### src/rtl/lii_rx_unpacker.sv
`timescale 1ns/1ps
// lii_rx_unpacker: routes LII flits by dst ID into a 2-entry FIFO and unpacks each flit into LANES kernel beats
//   aclk, arstn        : clock, asynchronous active-low reset
//   lii_in_p0_*        : phy flit input (tdata/tvalid/tready, src ignored, dst matched against MY_ID)
//   img_stream_*       : kernel lane stream, lane 0 (LSBs) first
//   drop_cnt           : saturating count of misrouted flits
//   ce                 : kernel clock enable, high on each output handshake
module lii_rx_unpacker #(
    parameter int         PW    = 1024,
    parameter int         DW    = 8,
    parameter int         LANES = 4,
    parameter logic [7:0] MY_ID = 8'h01
) (
    input  logic          aclk,
    input  logic          arstn,
    input  logic [PW-1:0] lii_in_p0_tdata,
    input  logic          lii_in_p0_tvalid,
    output logic          lii_in_p0_tready,
    input  logic [7:0]    lii_in_p0_src,
    input  logic [7:0]    lii_in_p0_dst,
    output logic [DW-1:0] img_stream_tdata,
    output logic          img_stream_tvalid,
    input  logic          img_stream_tready,
    output logic [15:0]   drop_cnt,
    output logic          ce
);
    localparam int FW = LANES * DW;
    localparam int IW = LANES > 1 ? $clog2(LANES) : 1;
    typedef enum logic {IDLE, EMIT} state_t;
    state_t        state_q;
    logic [IW-1:0] idx_q;
    logic [FW-1:0] lane_q;
    logic [FW-1:0] mem_q [2];
    logic          rd_ptr_q, wr_ptr_q, rdy_q;
    logic [1:0]    cnt_q, cnt_d;
    logic [15:0]   drop_q;
    logic          in_hs, push, drop, out_hs, last, pop;
    logic          unused_inputs;
    assign unused_inputs = ^{lii_in_p0_src, lii_in_p0_tdata};
    // rdy_q keeps tready low while in reset and rises on the first edge after release
    assign lii_in_p0_tready  = rdy_q && cnt_q != 2'd2;
    assign in_hs             = lii_in_p0_tvalid && lii_in_p0_tready;
    assign push              = in_hs && lii_in_p0_dst == MY_ID;
    assign drop              = in_hs && lii_in_p0_dst != MY_ID;
    assign img_stream_tvalid = state_q == EMIT;
    assign img_stream_tdata  = lane_q[idx_q*DW +: DW];
    assign out_hs            = img_stream_tvalid && img_stream_tready;
    assign ce                = out_hs;
    assign last              = idx_q == IW'(LANES - 1);
    // reload from the FIFO when idle, or on the last lane so flits stream without a bubble
    assign pop               = cnt_q != 2'd0 && (state_q == IDLE || (out_hs && last));
    assign cnt_d             = cnt_q + {1'b0, push} - {1'b0, pop};
    assign drop_cnt          = drop_q;
    always_ff @(posedge aclk or negedge arstn) begin
        if (!arstn) begin
            rdy_q    <= 1'b0;
            cnt_q    <= '0;
            rd_ptr_q <= 1'b0;
            wr_ptr_q <= 1'b0;
            drop_q   <= '0;
        end else begin
            rdy_q    <= 1'b1;
            cnt_q    <= cnt_d;
            rd_ptr_q <= rd_ptr_q ^ pop;
            wr_ptr_q <= wr_ptr_q ^ push;
            if (drop && drop_q != 16'hFFFF) drop_q <= drop_q + 16'd1;
        end
    end
    always_ff @(posedge aclk) begin
        if (push) mem_q[wr_ptr_q] <= lii_in_p0_tdata[FW-1:0];
    end
    always_ff @(posedge aclk or negedge arstn) begin
        if (!arstn) begin
            state_q <= IDLE;
            idx_q   <= '0;
            lane_q  <= '0;
        end else if (pop) begin
            state_q <= EMIT;
            idx_q   <= '0;
            lane_q  <= mem_q[rd_ptr_q];
        end else if (out_hs) begin
            state_q <= last ? IDLE : EMIT;
            idx_q   <= last ? '0 : idx_q + 1'b1;
        end
    end
endmodule

### config.mk
export PLATFORM = sky130hd
export DESIGN_NAME = lii_rx_unpacker
export DESIGN_NICKNAME = d
export VERILOG_FILES = /design/src/rtl/lii_rx_unpacker.sv
export SDC_FILE = /design/constraint.sdc
export NUM_CORES = 1
export LEC_CHECK = 0
export CAP_MARGIN = 20
export CORE_AREA = 2 2 421 423
export CTS_BUF_LIST = sky130_fd_sc_hd__clkbuf_16
export CTS_CLUSTER_DIAMETER = 30
export CTS_CLUSTER_SIZE = 40
export DETAILED_ROUTE_END_ITERATION = 10
export DIE_AREA = 0 0 423 425
export GPL_ROUTABILITY_DRIVEN = 0
export PLACE_DENSITY_LB_ADDON = 0.05
export SYNTH_ARGS = -nofsm -noshare
export SYNTH_HDL_FRONTEND = slang
export SYNTH_SLANG_ARGS = --single-unit
### constraint.sdc
create_clock -name aclk -period 2.31 [get_ports aclk]
set_clock_uncertainty 0.1 [all_clocks]
set_input_delay 0.231 -clock aclk [delete_from_list [all_inputs] [get_ports aclk]]
set_output_delay 0.231 -clock aclk [all_outputs]
set_load 0.01 [all_outputs]
==> impl_results.md <==
* Cells after DPL at 2749
* Initial drt markers at 109
* Crit end category: output port
* Final net count at 1478
* Slowest stage cell, crit path: mux4_2
* Worst hold slack at 0.103 ns
* Initial antenna violation count at 8
* TritonRoute pass-1 iters at 4
* Cell Rows at 154
* Power, Total at 8.01 mW
* Post-route setup TNS at 0 ns
* DRT Wirelength at 23500 um
* CP most frequent cell: buf_4
* DRC Markers at 0
* Crit path from: idx_q[0]$_DFFE_PN0P_
* Syn Area/Cell at 14.9 um^2
* CP Max Fanout at 4
* Vias in the first global route at 3329
* Fin. Hold Viols at 0
* DIE HEIGHT at 425 um
* Reg2reg setup slack at 0.21 ns
* Routed Antenna Nets at 0
* Placed wire-length estimate at 17800 um
* Per-cell routed wire length at 8.45 um
* Synth Cell Area at 4740 um^2
* Largest net degree at the start of global routing at 49
* Clock Path Buffers at 2
* Worst skew pair latency at 0.49 ns
* Worst EP arrival at 1.86 ns
* Synth cell types at 36
* Seq cells post-synth at 120
* Clock-pin slew on the worst setup and hold paths at 0.07 ns
* Post-synth EDFFs at 64
* Worst setup margin at 0.120 ns
* CTS Root Cell: clkbuf_16
* I/O pin cnt at 1071
* Routed vias/inst at 1.07
* Num CTS Buffers at 17
* First-pass GRT wire length at 31300 um
* R2R Path Start: idx_q[0]$_DFFE_PN0P_
* Post-Synthesis Cells at 318
* Final Cycle Share at 94.8%
* Die Wd at 423 um
* Remaining global-route overflow at 0
* Final cell count without fillers at 2784
* Warnings, synthesis at 0
* Routed via count at 2975
* HP Class: input port to asynchronous set/reset pin
* Min cycle time layout at 2.19 ns
* VDD IR max at 0.565 mV
* Critical-path cell list: buf_4 > buf_4 > mux4_2 > buf_2
* RSZ-0062 raised after global routing: false
* Die ar. at 180000 um^2
* Layout cells sized above 1 at 21.3%
* # H-tree levels at 4
* Async SR Flop Fraction at 46.7%
* Maxcap violations at 0
* Status: completed
* Core box area at 175000 um^2
* Initial Utilization at 2.70%
* Max Transition Viols Final at 0
* Final setup viols at 0
* Critical path's largest stage delay at 0.57 ns
* Leakage Power at 2.55 nW
* Data required, critical path at 1.98 ns
* Aggregate global-route resource usage at 2.77%
* Port bufs at 70
* Pre-CTS setup slack at -0.414 ns
* RR Endpoint: cnt_q[1]$_DFF_PN0_
* Max Freq at 457 MHz
* Critical Setup Path Class: register to output port
* Register area share after synthesis at 70.1%
* Top delay family on crit path: multiplexers
* CTS tree: yes
* Fillcell total at 20700
* Mapped Nets at 1366
* R2R cell count at 8
* Top_reg_cell synth: edfxtp_1
* Buf+Inv Stages, Crit Path at 3
* Pwr/cell area at 863 nW/um^2
* CP startpoint kind: register
* Clock sinks at 120
* Layout area overhead at 95.9%
state kept, by name (all words and copies together), names as in the netlist:
name and flops:
rd_ptr_q 1, img_stream_tvalid 1, rdy_q 1, idx_q 2, mem_q 64, drop_cnt 16
lane_q 32, cnt_q 2, wr_ptr_q 1
metal layers:
layer  GRT usage, %  wire (um)  vias to the layer above
met3           1.17       1050                       33
met2           4.96      12700                       70
met1           2.78       9200                     1464
met5              0         22                        -
li1               -          -                     1404
met4           1.25        517                        4
cells in the mapped netlist (all sizes together), types with 2 or more instances:
master | count | area, um^2
edfxtp | 64 | 1920
mux2i | 32 | 320
and3 | 5 | 33.8
ha | 4 | 50.1
buf | 9 | 50.0
a21oi | 34 | 170
o21a | 2 | 15.0
nor3b | 2 | 20.0
nor3 | 4 | 30.0
mux2 | 2 | 22.5
xor2 | 3 | 26.3
nand3 | 4 | 20.0
clkbuf | 5 | 18.8
nor4 | 3 | 25.0
nor2 | 37 | 139
xnor2 | 14 | 123
inv | 5 | 18.8
nand4 | 9 | 62.6
nand2 | 8 | 30.0
mux4 | 8 | 180
dfrtp | 56 | 1400
report_power, final:
part	internal, mW	total (mW)	switching, mW	leakage, nW
clock network	1.68	2.90	1.22	0.286
logic	1.08	2.21	1.13	1.05
registers	2.60	2.90	0.307	1.21
total	5.36	8.01	2.66	2.55
worst register-to-register path: cells and delay by family (launching register included):
kind | cells | cell delay, ns
AND/OR/NAND/NOR | 1 | 0.11
XOR/XNOR | 3 | 0.51
buffers and inverters | 1 | 0.15
AO/OA/AOI/OAI | 1 | 0.35
adder cells (fa/ha/maj) | 2 | 0.41
flip-flops | 1 | 0.42
final cells by class:
cell class                 count  area (um^2)  area share [%]
timing repair buffer         107         1080            11.6
multi-input combinational    179         1340            14.4
clock buffer                  17          425            4.58
sequential                   120         3330            35.8
tap                         2340         2930            31.5
clock inverter                14          158            1.70
inverter                       5         18.8           0.202
antenna                        2         5.00          0.0539
timing repair:
action	4_1_cts	5_1_grt
resized for setup	26	1
buffers inserted	1	0
setup endpoints to repair	9	1
hold buffers	1	0
endpoints found under the hold margin	43	0
pin swaps	0	0
per-stage QoR:
| step | instance area (um^2) | util [%] |
|---|---|---|
| floorplan | 4740 | - |
| finish | 9280 | 5.29 |
| detailed placement | 8690 | 4.96 |
| global route | 9280 | 5.29 |
| CTS | 9280 | 5.29 |
| global placement | 8690 | 4.96 |
placed cells by master (no fill, tap or decap), types with 3 or more instances in the layout:
cell type | Yosys | final
a21oi_1 | 34 | 34
and3_1 | 3 | 3
buf_12 | 0 | 10
buf_2 | 7 | 5
buf_4 | 0 | 26
bufinv_16 | 0 | 3
clkbuf_16 | 0 | 17
clkdlybuf4s15_1 | 0 | 4
clkdlybuf4s50_1 | 0 | 61
clkinv_2 | 0 | 3
dfrtp_1 | 56 | 54
edfxtp_1 | 64 | 64
ha_1 | 4 | 3
inv_1 | 5 | 5
mux2i_1 | 32 | 32
mux4_2 | 8 | 8
nand2_1 | 8 | 8
nand3_1 | 4 | 4
nand4_1 | 8 | 8
nor2_1 | 37 | 36
xnor2_1 | 14 | 14
xor2_1 | 3 | 3
logic make-up (layout without fill, tap and decap cells):
family	Yosys count	count (layout)	share of synthesized area [%]
xor gates and xnor gates	17	17	3.14
adders and majority gates	4	4	1.06
buffers and inverters	19	143	1.85
muxes	42	42	11.0
other	1	3	0.0791
and+or+nand+nor	77	77	8.37
DFF	120	120	70.1
AOI/OAI and AO/OA	38	38	4.33
worst max path at each step:
| stage | cells after the start | to | slack, ns |
|---|---|---|---|
| after floorplan | 4 | mem_q[0][0]$_DFFE_PP_ | 0.003 |
| after detailed placement | 6 | mem_q[0][12]$_DFFE_PP_ | -0.41 |
| after global placement | 6 | mem_q[0][12]$_DFFE_PP_ | -0.46 |
| final | 4 | img_stream_tdata[1] | 0.12 |
| after CTS | 4 | img_stream_tdata[2] | 0.002 |
| after global routing | 3 | img_stream_tdata[3] | 0.02 |
Note: power is estimated with default switching activity, not from simulation.
